[config.mk]
export PLATFORM = sky130hd
export DESIGN_NAME = seg7_scan_ctrl_flat
export DESIGN_NICKNAME = d
export VERILOG_FILES = /design/src/rtl/seg7_pkg.sv /design/src/rtl/seg7_scan_ctrl_if.sv /design/src/rtl/seg7_hex_decode.sv /design/src/rtl/seg7_scan_ctrl.sv /design/src/flat_wrapper.sv
export SDC_FILE = /design/constraint.sdc
export NUM_CORES = 1
export LEC_CHECK = 0
export CORE_ASPECT_RATIO = 0.5
export CORE_UTILIZATION = 40
export CTS_CLUSTER_DIAMETER = 80
export DETAILED_ROUTE_END_ITERATION = 6
export DONT_BUFFER_PORTS = 1
export PLACE_DENSITY_LB_ADDON = 0.15
export SYNTH_ARGS = -nofsm -noshare
export SYNTH_HDL_FRONTEND = slang
export SYNTH_HIERARCHICAL = 1
export SYNTH_SLANG_ARGS = --single-unit
[constraint.sdc]
create_clock -name clk -period 5.9 [get_ports clk]
set_clock_uncertainty 0.1 [all_clocks]
set_input_delay 1.18 -clock clk [delete_from_list [all_inputs] [get_ports clk]]
set_output_delay 1.18 -clock clk [all_outputs]
set_load 0.01 [all_outputs]
[src/rtl/seg7_pkg.sv]
// rtl/seg7_pkg.sv - shared constants, types and hex glyph table for the 7-segment scan controller
package seg7_pkg;

    localparam int NUM_DIGITS  = 4;
    localparam int DEAD_CYCLES = 1;

    // Segment vector: bit 0 = a, bit 1 = b, ... bit 6 = g; 1 = lit
    typedef logic [6:0] seg_t;

    // Display word: one nibble, dp bit and blank bit per digit
    typedef struct packed {
        logic [4*NUM_DIGITS-1:0] data;
        logic [NUM_DIGITS-1:0]   dp;
        logic [NUM_DIGITS-1:0]   blank;
    } disp_t;

    // Dark until the first word is loaded
    localparam disp_t DISP_RESET = '{data: '0, dp: '0, blank: '1};

    // Standard hex glyphs, b and d lowercase
    localparam seg_t GLYPHS [16] = '{
        7'h3F, 7'h06, 7'h5B, 7'h4F,
        7'h66, 7'h6D, 7'h7D, 7'h07,
        7'h7F, 7'h6F, 7'h77, 7'h7C,
        7'h39, 7'h5E, 7'h79, 7'h71
    };

endpackage

[src/rtl/seg7_scan_ctrl_if.sv]
// rtl/seg7_scan_ctrl_if.sv - display-word load handshake between user logic and the scan controller
interface seg7_scan_ctrl_if;
    logic        load;
    logic [15:0] data_in;
    logic [3:0]  dp_in;
    logic [3:0]  blank_in;
    logic        ready;

    modport master (output load, output data_in, output dp_in, output blank_in, input ready);
    modport slave  (input load, input data_in, input dp_in, input blank_in, output ready);
endinterface

[src/rtl/seg7_hex_decode.sv]
// rtl/seg7_hex_decode.sv - combinational nibble to segment pattern decoder
module seg7_hex_decode
    import seg7_pkg::*;
(
    input  logic [3:0] nibble,
    output seg_t       seg
);

    assign seg = GLYPHS[nibble];

endmodule

[src/rtl/seg7_scan_ctrl.sv]
// rtl/seg7_scan_ctrl.sv - 4-digit 7-segment scan controller; option SEG7_LEADING_ZERO_BLANK_EN
module seg7_scan_ctrl
    import seg7_pkg::*;
#(
    parameter int REFRESH_DIV = 100000
) (
    input  logic                  clk,
    input  logic                  rst,
    seg7_scan_ctrl_if.slave       bus,
    output logic [6:0]            seg,
    output logic                  dp,
    output logic [NUM_DIGITS-1:0] digit_sel,
    output logic                  frame_done
);

    localparam int CNT_W = $clog2(REFRESH_DIV);
    localparam int IDX_W = $clog2(NUM_DIGITS);
    localparam logic [CNT_W-1:0] CNT_LAST = CNT_W'(REFRESH_DIV - 1);
    localparam logic [IDX_W-1:0] IDX_LAST = IDX_W'(NUM_DIGITS - 1);

    logic [CNT_W-1:0]      cnt_q, cnt_d;
    logic [IDX_W-1:0]      idx_q, idx_d;
    disp_t                 disp_q, disp_d;
    disp_t                 pend_q, pend_d;
    logic                  valid_q, valid_d;
    logic                  wrap_q, wrap_d;
    seg_t                  seg_q, seg_d;
    logic                  dp_q, dp_d;
    logic [NUM_DIGITS-1:0] digit_sel_q, digit_sel_d;
    logic                  frame_done_q, frame_done_d;

    logic                  digit_tc;
    logic                  boundary;
    logic [3:0]            nibble;
    seg_t                  glyph;
    logic [NUM_DIGITS-1:0] lz_mask;
    logic                  blank_sel;

    assign digit_tc = (cnt_q == CNT_LAST);
    assign boundary = digit_tc && (idx_q == IDX_LAST);
    assign nibble   = disp_q.data[{idx_q, 2'b00} +: 4];

    seg7_hex_decode u_hex_decode (
        .nibble (nibble),
        .seg    (glyph)
    );

`ifdef SEG7_LEADING_ZERO_BLANK_EN
    logic zero_run;

    // Auto-blank upper digits that are part of a run of leading zeros with no dp lit
    always_comb begin
        lz_mask  = '0;
        zero_run = 1'b1;
        for (int i = NUM_DIGITS - 1; i >= 1; i--) begin
            zero_run   = zero_run & (disp_q.data[4*i +: 4] == 4'h0);
            lz_mask[i] = zero_run & ~disp_q.dp[i];
        end
    end
`else
    assign lz_mask = '0;
`endif

    assign blank_sel = disp_q.blank[idx_q] | lz_mask[idx_q];

    // Next-state: scan counters, tear-free handshake, and output pipeline stage
    always_comb begin
        cnt_d  = digit_tc ? '0 : cnt_q + 1'b1;
        idx_d  = digit_tc ? idx_q + 1'b1 : idx_q;
        disp_d = disp_q;
        pend_d = pend_q;
        valid_d = valid_q;

        // Pending word moves to the display only at the frame wrap
        if (boundary && valid_q) begin
            disp_d  = pend_q;
            valid_d = 1'b0;
        end
        // Accept only when nothing is pending; a load on the wrap cycle waits a frame
        if (bus.load && !valid_q) begin
            pend_d  = '{data: bus.data_in, dp: bus.dp_in, blank: bus.blank_in};
            valid_d = 1'b1;
        end

        seg_d        = blank_sel ? '0 : glyph;
        dp_d         = ~blank_sel & disp_q.dp[idx_q];
        digit_sel_d  = (int'(cnt_q) < DEAD_CYCLES) ? '0 : (NUM_DIGITS'(1) << idx_q);
        wrap_d       = boundary;
        frame_done_d = wrap_q;
    end

    // State and output registers with synchronous reset
    always_ff @(posedge clk) begin
        if (rst) begin
            cnt_q        <= '0;
            idx_q        <= '0;
            disp_q       <= DISP_RESET;
            pend_q       <= '0;
            valid_q      <= 1'b0;
            wrap_q       <= 1'b0;
            seg_q        <= '0;
            dp_q         <= 1'b0;
            digit_sel_q  <= '0;
            frame_done_q <= 1'b0;
        end else begin
            cnt_q        <= cnt_d;
            idx_q        <= idx_d;
            disp_q       <= disp_d;
            pend_q       <= pend_d;
            valid_q      <= valid_d;
            wrap_q       <= wrap_d;
            seg_q        <= seg_d;
            dp_q         <= dp_d;
            digit_sel_q  <= digit_sel_d;
            frame_done_q <= frame_done_d;
        end
    end

    assign bus.ready  = ~valid_q;
    assign seg        = seg_q;
    assign dp         = dp_q;
    assign digit_sel  = digit_sel_q;
    assign frame_done = frame_done_q;

endmodule

[src/flat_wrapper.sv]
// flat-port wrapper written by rule: the top's interface ports become plain ports
module seg7_scan_ctrl_flat import seg7_pkg::*;
#(
    parameter int REFRESH_DIV = 100000
)
  (clk, rst, seg, dp, digit_sel, frame_done, bus_load, bus_data_in, bus_dp_in, bus_blank_in, bus_ready);
  seg7_scan_ctrl_if bus_i ();
  input  logic clk;
  input  logic rst;
  output logic [6:0] seg;
  output logic dp;
  output logic [NUM_DIGITS-1:0] digit_sel;
  output logic frame_done;
  input wire logic [$bits(bus_i.load)-1:0] bus_load;
  input wire logic [$bits(bus_i.data_in)-1:0] bus_data_in;
  input wire logic [$bits(bus_i.dp_in)-1:0] bus_dp_in;
  input wire logic [$bits(bus_i.blank_in)-1:0] bus_blank_in;
  output wire logic [$bits(bus_i.ready)-1:0] bus_ready;
  assign bus_i.load = bus_load;
  assign bus_i.data_in = bus_data_in;
  assign bus_i.dp_in = bus_dp_in;
  assign bus_i.blank_in = bus_blank_in;
  assign bus_ready = bus_i.ready;
  seg7_scan_ctrl #(.REFRESH_DIV(REFRESH_DIV)) u_core (.clk(clk), .rst(rst), .bus(bus_i), .seg(seg), .dp(dp), .digit_sel(digit_sel), .frame_done(frame_done));
endmodule
==> report_table.html, run 1 <==
<table>
<tr><th>Metric</th><th>Value</th></tr>
<tr><th colspan="2">Logic synthesis</th></tr>
<tr><td>Prevailing post-synth register cell</td><td>sky130_fd_sc_hd__dfxtp_1</td></tr>
<tr><td>Sequential element share of the synthesized area</td><td>0.464</td></tr>
<tr><td>Async set-reset flop share out of synthesis</td><td>0</td></tr>
<tr><td>Mean post-synth cell area</td><td>8.86 um^2</td></tr>
<tr><td>Post-synthesis cell count</td><td>399</td></tr>
<tr><td>Post-synthesis register bit count</td><td>82</td></tr>
<tr><td>Nets in the synthesized netlist</td><td>435</td></tr>
<tr><td>Distinct cell type count after synthesis</td><td>40</td></tr>
<tr><td>Netlist area before placement</td><td>0.00353 mm^2</td></tr>
<tr><td>Yosys warning total</td><td>6</td></tr>
<tr><td>Number of enable-type register cells in the synthesized netlist</td><td>0</td></tr>
<tr><th colspan="2">Clock network</th></tr>
<tr><td>Clock transition at the register clock pins on the worst setup and hold paths after CTS</td><td>0.06 ns</td></tr>
<tr><td>Buffer cell driving the clock tree root</td><td>sky130_fd_sc_hd__clkbuf_16</td></tr>
<tr><td>CTS H-tree depth</td><td>3</td></tr>
<tr><td>TritonCTS clock tree</td><td>done</td></tr>
<tr><td>Number of sinks driven by the clock tree</td><td>82</td></tr>
<tr><td>Inserted Clock Buffers</td><td>9</td></tr>
<tr><td>Count of buffers added by post-CTS timing repair for setup</td><td>0</td></tr>
<tr><td>Hold_buf cts</td><td>0</td></tr>
<tr><td>Clock latency on the worst-skew pair</td><td>0.33 ns</td></tr>
<tr><td>Max Root-Sink Buffers</td><td>2</td></tr>
<tr><td>Post-CTS Resized</td><td>0</td></tr>
<tr><th colspan="2">Drt</th></tr>
<tr><td>Detailed Route Iter0 Violations</td><td>156</td></tr>
<tr><td>Detail Route Antenna Nets</td><td>0</td></tr>
<tr><td>Post-route DRC</td><td>0</td></tr>
<tr><td>Routed length per placed instance</td><td>14.8 um</td></tr>
<tr><td>Detailed-routing iteration count for the pre-antenna-repair pass</td><td>5</td></tr>
<tr><td>Average vias per placed instance</td><td>5.41</td></tr>
<tr><td>Routed wire length</td><td>7.36 mm</td></tr>
<tr><td>Via count</td><td>2692</td></tr>
<tr><th colspan="2">Final layout</th></tr>
<tr><td>Share of post-route cells with drive strength above 1</td><td>0.0855</td></tr>
<tr><td>Area added between synthesis and finish</td><td>8.39%</td></tr>
<tr><td>Most frequent cells in the layout</td><td>82 x sky130_fd_sc_hd__dfxtp_1, 56 x sky130_fd_sc_hd__nand2_1, 49 x sky130_fd_sc_hd__a21oi_1, 24 x sky130_fd_sc_hd__o21ai_0, 24 x sky130_fd_sc_hd__nand4_1</td></tr>
<tr><td>Count of nets after finishing</td><td>417</td></tr>
<tr><td># diodes</td><td>0</td></tr>
<tr><td>Layout filler cell count</td><td>807</td></tr>
<tr><td>Register cell area after layout</td><td>0.00164 mm^2</td></tr>
<tr><td>Most frequent standard cell in the layout excluding fill and tap cells</td><td>sky130_fd_sc_hd__dfxtp_1</td></tr>
<tr><td>Footprint of the multi-input gates</td><td>0.00174 mm^2</td></tr>
<tr><td>Non-filler cells in the finished layout</td><td>498</td></tr>
<tr><th colspan="2">Global route</th></tr>
<tr><td>Number of global-route vias before repair</td><td>2552</td></tr>
<tr><td>Total track usage</td><td>0.179</td></tr>
<tr><td>Overflow left after global routing</td><td>0</td></tr>
<tr><td>Global-route wire length before repair</td><td>12.3 mm</td></tr>
<tr><td>Antenna violations before repair</td><td>0</td></tr>
<tr><td>Pin count of the biggest net entering global routing</td><td>64</td></tr>
<tr><th colspan="2">Pwr</th></tr>
<tr><td>Pwr dens</td><td>289 mW/mm^2</td></tr>
<tr><td>Overall power after layout</td><td>1.11 mW</td></tr>
<tr><td>P_leak</td><td>1.28 nW</td></tr>
<tr><td>Worst vdd ir</td><td>152 uV</td></tr>
<tr><th colspan="2">Worst setup path</th></tr>
<tr><td>Largest fanout of any net on the critical path</td><td>25</td></tr>
<tr><td>Endpoint type of the worst setup path</td><td>flip-flop</td></tr>
<tr><td>Arr. time, crit path</td><td>3.43 ns</td></tr>
<tr><td>Required time of the worst setup path</td><td>6.02 ns</td></tr>
<tr><td>Classification of the worst setup path</td><td>flip-flop to flip-flop</td></tr>
<tr><td>Element type at the critical path start</td><td>flip-flop</td></tr>
<tr><td>Path depth of the worst reg2reg path</td><td>5</td></tr>
<tr><th colspan="2">Place</th></tr>
<tr><td>RD Place Congestion</td><td>0.786</td></tr>
<tr><td>Instance count after placement with tap cells included</td><td>482</td></tr>
<tr><td>PortBufs</td><td>0</td></tr>
<tr><td>Placed wire-length estimate</td><td>5.01 mm</td></tr>
<tr><th colspan="2">STA</th></tr>
<tr><td>Total Neg Setup Slack</td><td>0 ns</td></tr>
<tr><td>Share of the clock period used by the worst path</td><td>0.562</td></tr>
<tr><td>Worst slew slack as a fraction of its limit</td><td>0.456</td></tr>
<tr><td>Number of max-slew violations in the final report</td><td>0</td></tr>
<tr><td>Measured slew at the worst slew-check pin</td><td>0.814 ns</td></tr>
<tr><td>Final hold violation count</td><td>0</td></tr>
<tr><td>RSZ-0062 raised after global routing</td><td>no</td></tr>
<tr><td>Final Hold Slack</td><td>0.347 ns</td></tr>
<tr><td>Final critical delay including setup and external delays</td><td>3.32 ns</td></tr>
<tr><td>Timing-limited maximum frequency</td><td>0.301 GHz</td></tr>
<tr><td># setup viols final</td><td>0</td></tr>
<tr><th colspan="2">Floorplanning</th></tr>
<tr><td>Core area</td><td>0.00829 mm^2</td></tr>
<tr><td>Die height</td><td>68.5 um</td></tr>
<tr><td>Number of top-level pins</td><td>41</td></tr>
<tr><td>Std-Cell Rows</td><td>23</td></tr>
<tr><td>Width of the die</td><td>135 um</td></tr>
<tr><td>Total Die Area</td><td>0.00924 mm^2</td></tr>
<tr><td>Initial Util</td><td>0.426</td></tr>
<tr><th colspan="2">Status</th></tr>
<tr><td>Outcome</td><td>completed</td></tr>
<tr><th colspan="2">Hold path</th></tr>
<tr><td>Instance count along the most critical hold path</td><td>1</td></tr>
<tr><td>Class of the most critical hold timing path</td><td>flip-flop to flip-flop</td></tr>
<tr><th colspan="2">Run</th></tr>
<tr><td>Max capacitance violation total</td><td>0</td></tr>
</table>
power breakdown:
group          total, mW  internal (mW)  switching [mW]
Sequential         0.576          0.566         0.00951
Clock              0.500          0.295           0.205
Combinational     0.0300         0.0106          0.0195
Total               1.11          0.871           0.234
registers in the layout, indices dropped and copies added, names as in the netlist:
name	cells
u_core/frame_done_d	1
u_core/idx_q	2
u_core/cnt_q	17
u_core/digit_sel	4
u_core/seg	7
u_core/valid_q	1
u_core/pend_q	24
u_core/disp_q	24
u_core/frame_done	1
u_core/dp	1
synthesized netlist by cell type, types with 6 or more instances:
cell	instances	area (um^2)
sky130_fd_sc_hd__inv_1	10	37.5
sky130_fd_sc_hd__a21oi_1	49	245
sky130_fd_sc_hd__nor3_1	6	30.0
sky130_fd_sc_hd__o21ai_0	24	120
sky130_fd_sc_hd__ha_1	9	113
sky130_fd_sc_hd__nand4_1	24	150
sky130_fd_sc_hd__clkbuf_1	24	90.1
sky130_fd_sc_hd__dfxtp_1	82	1640
sky130_fd_sc_hd__nand2_1	56	210
sky130_fd_sc_hd__nor2_1	23	86.3
sky130_fd_sc_hd__nand3_1	10	50.1
sky130_fd_sc_hd__nor4_1	9	56.3
sky130_fd_sc_hd__mux4_2	6	135
sky130_fd_sc_hd__xnor2_1	8	70.1
sky130_fd_sc_hd__and2_1	10	62.6
through the flow:
stage | area, um^2 | util | worst slack (ns)
global route | 3830 | 0.462 | 2.24
global placement | 3560 | 0.429 | 2.76
CTS | 3820 | 0.462 | 2.57
finish | 3830 | 0.462 | 2.58
floorplan | 3530 | - | 3.33
detailed placement | 3560 | 0.429 | 2.60
routing by layer:
metal  GRT usage  routed length, um  up-vias
li1            -                  -     1371
met1       0.219               3660     1270
met2       0.293               3350       44
met3      0.0630                274        7
met4      0.0744                 80        0
met5           0                  0        -
worst max-delay path, cell delays in order, from the launching register on:
cell	delay, ns
sky130_fd_sc_hd__dfxtp_1	0.72
sky130_fd_sc_hd__ha_1	0.27
sky130_fd_sc_hd__and2_1	0.62
sky130_fd_sc_hd__nand3_1	0.72
sky130_fd_sc_hd__or4_1	0.65
sky130_fd_sc_hd__o31a_1	0.12
worst paths after layout:
kind                                  startpoint  slack (ns)                             to
setup / recovery    u_core/idx_q[0]$_SDFFE_PP0P_        2.58  u_core/disp_q[2]$_SDFFE_PP1P_
hold / removal    u_core/frame_done_d$_SDFF_PP0_        0.35   u_core/frame_done$_SDFF_PP0_
setup reg to reg    u_core/idx_q[0]$_SDFFE_PP0P_        2.58  u_core/disp_q[2]$_SDFFE_PP1P_
hold reg to reg   u_core/frame_done_d$_SDFF_PP0_        0.35   u_core/frame_done$_SDFF_PP0_
cell families after synthesis:
kind of cell	after synthesis	synth area share
AND/OR/NAND/NOR	158	0.230
AO/OA/AOI/OAI	84	0.130
flip-flops	82	0.464
buffers and inverters	40	0.0467
XOR/XNOR	13	0.0322
multiplexers	13	0.0651
adder cells (fa/ha/maj)	9	0.0319
final cells by class:
| class | count | share of cell area |
|---|---|---|
| Multi-Input combinational cell | 277 | 0.454 |
| Sequential cell | 82 | 0.428 |
| Clock buffer | 13 | 0.0653 |
| Tap cell | 112 | 0.0366 |
| Inverter | 10 | 0.00980 |
| Clock inverter | 3 | 0.00392 |
| Timing Repair Buffer | 1 | 0.00196 |
Power figures use the tool's default switching activity.
==> inputs of run 2 (changes only) <==
- clock period: 5.9 -> 3.4 ns (I/O delays scaled with it)
==> report_table.html, run 2 (synthesis results as in run 1) <==
<table>
<tr><th>Metric</th><th>Value</th></tr>
<tr><th colspan="2">Status</th></tr>
<tr><td>Outcome</td><td>completed</td></tr>
<tr><th colspan="2">Global route</th></tr>
<tr><td>Number of global-route vias before repair</td><td>2609</td></tr>
<tr><td>Pin count of the biggest net entering global routing</td><td>64</td></tr>
<tr><td>Global-route wire length before repair</td><td>12.8 mm</td></tr>
<tr><td>Antenna violations before repair</td><td>0</td></tr>
<tr><td>Overflow left after global routing</td><td>0</td></tr>
<tr><td>Total track usage</td><td>0.186</td></tr>
<tr><th colspan="2">Drt</th></tr>
<tr><td>Average vias per placed instance</td><td>5.46</td></tr>
<tr><td>Routed length per placed instance</td><td>14.9 um</td></tr>
<tr><td>Post-route DRC</td><td>0</td></tr>
<tr><td>Detailed-routing iteration count for the pre-antenna-repair pass</td><td>4</td></tr>
<tr><td>Routed wire length</td><td>7.49 mm</td></tr>
<tr><td>Detailed Route Iter0 Violations</td><td>214</td></tr>
<tr><td>Via count</td><td>2742</td></tr>
<tr><td>Detail Route Antenna Nets</td><td>0</td></tr>
<tr><th colspan="2">Hold path</th></tr>
<tr><td>Class of the most critical hold timing path</td><td>primary input to flip-flop</td></tr>
<tr><td>End point of the worst hold path</td><td>u_core/pend_q[3]$_SDFFE_PP0P_</td></tr>
<tr><td>Instance count along the most critical hold path</td><td>1</td></tr>
<tr><td>Hold path start</td><td>rst</td></tr>
<tr><th colspan="2">Run</th></tr>
<tr><td>Max capacitance violation total</td><td>0</td></tr>
<tr><th colspan="2">Worst setup path</th></tr>
<tr><td>Required time of the worst setup path</td><td>3.57 ns</td></tr>
<tr><td>Path depth of the worst reg2reg path</td><td>4</td></tr>
<tr><td>Critical register-to-register path startpoint</td><td>u_core/cnt_q[12]$_SDFF_PP0_</td></tr>
<tr><td>Worst reg2reg setup slack</td><td>1.06 ns</td></tr>
<tr><td>Largest fanout of any net on the critical path</td><td>21</td></tr>
<tr><td>Endpoint type of the worst setup path</td><td>flip-flop</td></tr>
<tr><td>Arr. time, crit path</td><td>2.51 ns</td></tr>
<tr><td>Element type at the critical path start</td><td>flip-flop</td></tr>
<tr><td>Worst reg2reg endpoint</td><td>u_core/disp_q[10]$_SDFFE_PP0P_</td></tr>
<tr><td>Classification of the worst setup path</td><td>flip-flop to flip-flop</td></tr>
<tr><th colspan="2">STA</th></tr>
<tr><td># setup viols final</td><td>0</td></tr>
<tr><td>Final hold violation count</td><td>0</td></tr>
<tr><td>Total Neg Setup Slack</td><td>0 ns</td></tr>
<tr><td>RSZ-0062 raised after global routing</td><td>no</td></tr>
<tr><td>Timing-limited maximum frequency</td><td>0.427 GHz</td></tr>
<tr><td>Worst slew slack as a fraction of its limit</td><td>0.459</td></tr>
<tr><td>Share of the clock period used by the worst path</td><td>0.689</td></tr>
<tr><td>Final critical delay including setup and external delays</td><td>2.34 ns</td></tr>
<tr><td>Minimum setup slack in the final design</td><td>1.06 ns</td></tr>
<tr><td>Number of max-slew violations in the final report</td><td>0</td></tr>
<tr><td>Measured slew at the worst slew-check pin</td><td>0.810 ns</td></tr>
<tr><th colspan="2">Place</th></tr>
<tr><td>Placed wire-length estimate</td><td>5.14 mm</td></tr>
<tr><td>PortBufs</td><td>0</td></tr>
<tr><td>RD Place Congestion</td><td>0.857</td></tr>
<tr><td>Placement-stage worst setup slack</td><td>1.07 ns</td></tr>
<tr><th colspan="2">Clock network</th></tr>
<tr><td>TritonCTS clock tree</td><td>done</td></tr>
<tr><td>Hold_buf cts</td><td>0</td></tr>
<tr><td>Inserted Clock Buffers</td><td>9</td></tr>
<tr><td>Post-CTS Resized</td><td>0</td></tr>
<tr><td>CTS H-tree depth</td><td>3</td></tr>
<tr><td>Buffer cell driving the clock tree root</td><td>sky130_fd_sc_hd__clkbuf_16</td></tr>
<tr><td>Clock latency on the worst-skew pair</td><td>0.34 ns</td></tr>
<tr><td>Clock transition at the register clock pins on the worst setup and hold paths after CTS</td><td>0.06 ns</td></tr>
<tr><td>Number of sinks driven by the clock tree</td><td>82</td></tr>
<tr><td>Count of buffers added by post-CTS timing repair for setup</td><td>0</td></tr>
<tr><td>Max Root-Sink Buffers</td><td>2</td></tr>
<tr><th colspan="2">Floorplanning</th></tr>
<tr><td>Width of the die</td><td>135 um</td></tr>
<tr><td>Number of top-level pins</td><td>41</td></tr>
<tr><td>Core area</td><td>0.00829 mm^2</td></tr>
<tr><td>Std-Cell Rows</td><td>23</td></tr>
<tr><td>Total Die Area</td><td>0.00924 mm^2</td></tr>
<tr><td>Initial Util</td><td>0.426</td></tr>
<tr><td>Die height</td><td>68.5 um</td></tr>
<tr><th colspan="2">Pwr</th></tr>
<tr><td>Flop pwr share</td><td>0.521</td></tr>
<tr><td>P_leak</td><td>1.27 nW</td></tr>
<tr><td>Switching power of the nets</td><td>421 uW</td></tr>
<tr><td>Power Internal</td><td>1.49 mW</td></tr>
<tr><td>Pwr dens</td><td>497 mW/mm^2</td></tr>
<tr><td>Clock share of power</td><td>0.452</td></tr>
<tr><td>Logic pwr share</td><td>0.027</td></tr>
<tr><td>Worst vdd ir</td><td>245 uV</td></tr>
<tr><td>Switching share of power</td><td>0.220</td></tr>
<tr><th colspan="2">Final layout</th></tr>
<tr><td>Most frequent standard cell in the layout excluding fill and tap cells</td><td>sky130_fd_sc_hd__dfxtp_1</td></tr>
<tr><td># diodes</td><td>0</td></tr>
<tr><td>Share of post-route cells with drive strength above 1</td><td>0.0949</td></tr>
<tr><td>Largest registers</td><td>u_core/disp_q: 24 flops, u_core/pend_q: 24 flops, u_core/cnt_q: 17 flops</td></tr>
<tr><td>Most frequent cells in the layout</td><td>82 x sky130_fd_sc_hd__dfxtp_1, 56 x sky130_fd_sc_hd__nand2_1, 49 x sky130_fd_sc_hd__a21oi_1, 24 x sky130_fd_sc_hd__o21ai_0, 24 x sky130_fd_sc_hd__nand4_1</td></tr>
<tr><td>Layout filler cell count</td><td>850</td></tr>
<tr><td>Count of nets after finishing</td><td>421</td></tr>
<tr><td>Area added between synthesis and finish</td><td>9.06%</td></tr>
</table>
-- run 2: changes by cell type in the layout (fill, tap and decap cells not counted), sizes merged --
cell | before | now
buf | 1 | 5
clkinvlp | 0 | 2
clkbuf | 13 | 12
clkinv | 3 | 2
-- run 2: per-layer routing --
metal,vias up,share of wire,global-route usage
li1,1387,-,-
met1,1313,0.50,0.237
met2,34,0.44,0.285
met3,8,0.042,0.0674
met4,0,0.013,0.0801
met5,-,0,0
-- run 2: power by group through the flow --
| stage | combinational, mW | sequential (mW) | clock (mW) |
|---|---|---|---|
| floorplan | 0.0544 | 1.01 | 0 |
| global placement | 0.0508 | 1.02 | 0 |
| detailed placement | 0.0525 | 1.02 | 0 |
| CTS | 0.0526 | 0.998 | 0.896 |
| global route | 0.0613 | 1.00 | 0.944 |
| finish | 0.0521 | 0.998 | 0.866 |
-- run 2: how the worst max path moves through the flow --
| stage | cells past startpoint | start | to |
|---|---|---|---|
| final | 4 | u_core/cnt_q[12]$_SDFF_PP0_ | u_core/disp_q[10]$_SDFFE_PP0P_ |
| after global routing | 6 | u_core/idx_q[1]$_SDFFE_PP0P_ | u_core/seg[3]$_SDFF_PP0_ |
| after CTS | 6 | u_core/idx_q[1]$_SDFFE_PP0P_ | u_core/seg[3]$_SDFF_PP0_ |
| after detailed placement | 6 | u_core/idx_q[1]$_SDFFE_PP0P_ | u_core/seg[3]$_SDFF_PP0_ |
| after global placement | 6 | u_core/idx_q[1]$_SDFFE_PP0P_ | u_core/seg[3]$_SDFF_PP0_ |
| after floorplan | 7 | u_core/idx_q[0]$_SDFFE_PP0P_ | u_core/seg[3]$_SDFF_PP0_ |
-- run 2: cell type report --
cell class,count,area [um^2],area share
flip-flops and latches,82,1640,0.426
inverters,10,37.5,0.00974
clock inverters,4,28.8,0.00747
multi-input cells,277,1730,0.450
well taps,112,140,0.0364
repair buffers,5,37.5,0.00974
clock buffers,12,236,0.0613
-- run 2: stage by stage --
stage | utilization | area, um^2 | cells | power [mW] | hold slack, ns
3_3_place_gp | 0.433 | 3590 | 486 | 1.07 | 0.319
6_report | 0.465 | 3850 | 502 | 1.92 | 0.304
2_1_floorplan | - | 3530 | 399 | 1.07 | 0.314
3_5_place_dp | 0.433 | 3590 | 486 | 1.07 | 0.344
4_1_cts | 0.465 | 3850 | 502 | 1.95 | 0.292
5_1_grt | 0.465 | 3850 | 502 | 2.00 | 0.289
-- run 2: critical path: stages, from the launching register on --
cell	delay, ns
sky130_fd_sc_hd__dfxtp_1	0.39
sky130_fd_sc_hd__nor4_1	0.57
sky130_fd_sc_hd__and2_1	0.75
sky130_fd_sc_hd__nand4_1	0.26
sky130_fd_sc_hd__a21oi_1	0.20
==> inputs of run 3 (changes only) <==
- clock period: 3.4 -> 2.01 ns (I/O delays scaled with it)
==> report_table.html, run 3 (synthesis results as in run 1) <==
<table>
<tr><th>Metric</th><th>Value</th></tr>
<tr><th colspan="2">Worst setup path</th></tr>
<tr><td>Path depth of the worst reg2reg path</td><td>5</td></tr>
<tr><td>Largest fanout of any net on the critical path</td><td>4</td></tr>
<tr><td>Endpoint type of the worst setup path</td><td>flip-flop</td></tr>
<tr><td>Critical register-to-register path startpoint</td><td>u_core/idx_q[0]$_SDFFE_PP0P_</td></tr>
<tr><td>Element type at the critical path start</td><td>flip-flop</td></tr>
<tr><td>Classification of the worst setup path</td><td>flip-flop to flip-flop</td></tr>
<tr><td>Required time of the worst setup path</td><td>2.13 ns</td></tr>
<tr><td>Worst setup path end</td><td>u_core/seg[3]$_SDFF_PP0_</td></tr>
<tr><td>Worst reg2reg setup slack</td><td>-0.02 ns</td></tr>
<tr><td>Arr. time, crit path</td><td>2.15 ns</td></tr>
<tr><td>Worst setup path startpoint</td><td>u_core/idx_q[0]$_SDFFE_PP0P_</td></tr>
<tr><td>Worst reg2reg endpoint</td><td>u_core/seg[3]$_SDFF_PP0_</td></tr>
<tr><th colspan="2">Global route</th></tr>
<tr><td>Total track usage</td><td>0.178</td></tr>
<tr><td>Overflow left after global routing</td><td>0</td></tr>
<tr><td>Antenna violations before repair</td><td>0</td></tr>
<tr><td>Number of global-route vias before repair</td><td>2667</td></tr>
<tr><td>Global-route wire length before repair</td><td>12.5 mm</td></tr>
<tr><td>Pin count of the biggest net entering global routing</td><td>64</td></tr>
<tr><th colspan="2">Floorplanning</th></tr>
<tr><td>Initial Util</td><td>0.426</td></tr>
<tr><td>Die height</td><td>68.5 um</td></tr>
<tr><td>Number of top-level pins</td><td>41</td></tr>
<tr><td>Total Die Area</td><td>0.00924 mm^2</td></tr>
<tr><td>Width of the die</td><td>135 um</td></tr>
<tr><td>Core area</td><td>0.00829 mm^2</td></tr>
<tr><td>Std-Cell Rows</td><td>23</td></tr>
<tr><th colspan="2">Place</th></tr>
<tr><td>Placed wire-length estimate</td><td>5.28 mm</td></tr>
<tr><td>RD Place Congestion</td><td>0.786</td></tr>
<tr><td>PortBufs</td><td>0</td></tr>
<tr><td>Instance count after placement with tap cells included</td><td>506</td></tr>
<tr><td>Placed Area</td><td>0.00382 mm^2</td></tr>
<tr><td>Placement-stage worst setup slack</td><td>-0.0140 ns</td></tr>
<tr><th colspan="2">Clock network</th></tr>
<tr><td>Number of sinks driven by the clock tree</td><td>82</td></tr>
<tr><td>Inserted Clock Buffers</td><td>9</td></tr>
<tr><td>TritonCTS clock tree</td><td>done</td></tr>
<tr><td>Max Root-Sink Buffers</td><td>2</td></tr>
<tr><td>Buffer cell driving the clock tree root</td><td>sky130_fd_sc_hd__clkbuf_16</td></tr>
<tr><td>Hold_buf cts</td><td>0</td></tr>
<tr><td>CTS H-tree depth</td><td>3</td></tr>
<tr><td>Clock transition at the register clock pins on the worst setup and hold paths after CTS</td><td>0.06 ns</td></tr>
<tr><td>Clock latency on the worst-skew pair</td><td>0.33 ns</td></tr>
<tr><th colspan="2">Pwr</th></tr>
<tr><td>P_leak</td><td>1.43 nW</td></tr>
<tr><td>Overall power after layout</td><td>3.40 mW</td></tr>
<tr><td>Worst vdd ir</td><td>475 uV</td></tr>
<tr><td>Flop pwr share</td><td>0.495</td></tr>
<tr><td>Power Internal</td><td>2.72 mW</td></tr>
<tr><td>Switching power of the nets</td><td>675 uW</td></tr>
<tr><td>Switching share of power</td><td>0.199</td></tr>
<tr><td>Logic pwr share</td><td>0.031</td></tr>
<tr><td>Pwr dens</td><td>816 mW/mm^2</td></tr>
<tr><td>Clock share of power</td><td>0.473</td></tr>
<tr><th colspan="2">Final layout</th></tr>
<tr><td>Finished Core Util</td><td>0.502</td></tr>
<tr><td>Non-filler cells in the finished layout</td><td>522</td></tr>
<tr><td>Most frequent standard cell in the layout excluding fill and tap cells</td><td>sky130_fd_sc_hd__dfxtp_1</td></tr>
<tr><td>Largest registers</td><td>u_core/disp_q: 24 flops, u_core/pend_q: 24 flops, u_core/cnt_q: 17 flops</td></tr>
<tr><td>Finished Cell Area</td><td>0.00416 mm^2</td></tr>
<tr><td>Most frequent cells in the layout</td><td>77 x sky130_fd_sc_hd__dfxtp_1, 56 x sky130_fd_sc_hd__nand2_1, 49 x sky130_fd_sc_hd__a21oi_1, 24 x sky130_fd_sc_hd__o21ai_0, 24 x sky130_fd_sc_hd__nand4_1</td></tr>
<tr><td>Layout filler cell count</td><td>776</td></tr>
<tr><td>Count of nets after finishing</td><td>442</td></tr>
<tr><td>Share of post-route cells with drive strength above 1</td><td>0.173</td></tr>
<tr><td>Footprint of the multi-input gates</td><td>0.00180 mm^2</td></tr>
<tr><td># diodes</td><td>0</td></tr>
<tr><td>Area added between synthesis and finish</td><td>17.8%</td></tr>
<tr><td>Register cell area after layout</td><td>0.00165 mm^2</td></tr>
<tr><th colspan="2">Drt</th></tr>
<tr><td>Routed wire length</td><td>7.71 mm</td></tr>
<tr><td>Detail Route Antenna Nets</td><td>0</td></tr>
<tr><td>Detailed-routing iteration count for the pre-antenna-repair pass</td><td>4</td></tr>
<tr><td>Detailed Route Iter0 Violations</td><td>183</td></tr>
<tr><td>Post-route DRC</td><td>0</td></tr>
<tr><td>Routed length per placed instance</td><td>14.8 um</td></tr>
<tr><td>Average vias per placed instance</td><td>5.46</td></tr>
<tr><td>Via count</td><td>2848</td></tr>
<tr><th colspan="2">Hold path</th></tr>
<tr><td>Class of the most critical hold timing path</td><td>primary input to flip-flop</td></tr>
<tr><th colspan="2">STA</th></tr>
<tr><td>Measured slew at the worst slew-check pin</td><td>0.372 ns</td></tr>
<tr><td>Timing-limited maximum frequency</td><td>0.493 GHz</td></tr>
<tr><td>Share of the clock period used by the worst path</td><td>1.01</td></tr>
<tr><td>RSZ-0062 raised after global routing</td><td>yes</td></tr>
<tr><td># setup viols final</td><td>2</td></tr>
<tr><td>Worst slew slack as a fraction of its limit</td><td>0.751</td></tr>
<tr><td>Number of max-slew violations in the final report</td><td>0</td></tr>
<tr><td>Minimum setup slack in the final design</td><td>-0.0181 ns</td></tr>
<tr><td>Final critical delay including setup and external delays</td><td>2.03 ns</td></tr>
<tr><td>Final hold violation count</td><td>0</td></tr>
<tr><th colspan="2">Status</th></tr>
<tr><td>Outcome</td><td>finished, violations left</td></tr>
<tr><td>Violated checks</td><td>negative setup slack</td></tr>
<tr><th colspan="2">Run</th></tr>
<tr><td>Max capacitance violation total</td><td>0</td></tr>
</table>
run 3: area by class of cell:
cell class | count | area share
inverters | 10 | 0.0102
clock buffers | 12 | 0.0616
flip-flops and latches | 82 | 0.396
repair buffers | 25 | 0.0571
clock inverters | 3 | 0.00962
well taps | 112 | 0.0337
multi-input cells | 278 | 0.431
run 3: layer usage:
| metal | vias to the layer above | global-route usage | share of wire |
|---|---|---|---|
| li1 | 1431 | - | - |
| met1 | 1355 | 0.219 | 0.48 |
| met2 | 54 | 0.293 | 0.45 |
| met3 | 8 | 0.0674 | 0.053 |
| met4 | 0 | 0.0520 | 0.017 |
| met5 | - | 0 | 0 |
run 3: power groups by stage:
stage | combinational (mW) | clock [mW] | sequential (mW)
CTS | 0.108 | 1.66 | 1.68
finish | 0.106 | 1.61 | 1.68
floorplan | 0.0924 | 0 | 1.71
global placement | 0.104 | 0 | 1.72
detailed placement | 0.108 | 0 | 1.72
global route | 0.122 | 1.73 | 1.69
run 3: per-stage QoR:
| stage | TNS, ns | hold WS, ns |
|---|---|---|
| 6_report | -0.0238 | 0.0463 |
| 5_1_grt | -0.220 | 0.0223 |
| 4_1_cts | -0.0195 | 0.0259 |
| 3_5_place_dp | -0.0257 | 0.338 |
| 3_3_place_gp | 0 | 0.335 |
| 2_1_floorplan | -0.163 | 0.314 |
run 3: timing repair:
item | 4_1_cts | 5_1_grt
buffers inserted | 0 | 0
endpoints found under the setup margin | 3 | 15
pin swaps | 1 | 1
gates resized for setup | 4 | 3
cloned | 0 | 1
run 3: how the worst min path moves through the flow:
stage | depth (start not counted) | start | end | slack, ns
global placement | 1 | u_core/frame_done_d$_SDFF_PP0_ | u_core/frame_done$_SDFF_PP0_ | 0.33
floorplan | 1 | u_core/frame_done_d$_SDFF_PP0_ | u_core/frame_done$_SDFF_PP0_ | 0.31
finish | 1 | rst | u_core/pend_q[3]$_SDFFE_PP0P_ | 0.05
detailed placement | 1 | u_core/frame_done_d$_SDFF_PP0_ | u_core/frame_done$_SDFF_PP0_ | 0.34
global route | 1 | rst | u_core/disp_q[9]$_SDFFE_PP0P_ | 0.02
CTS | 1 | rst | u_core/pend_q[7]$_SDFFE_PP0P_ | 0.03
run 3: critical path: stages (launching register included):
cell,delay (ns)
sky130_fd_sc_hd__dfxtp_4,0.38
sky130_fd_sc_hd__mux4_2,0.55
sky130_fd_sc_hd__inv_4,0.11
sky130_fd_sc_hd__ha_4,0.20
sky130_fd_sc_hd__mux4_2,0.43
sky130_fd_sc_hd__and2_1,0.14
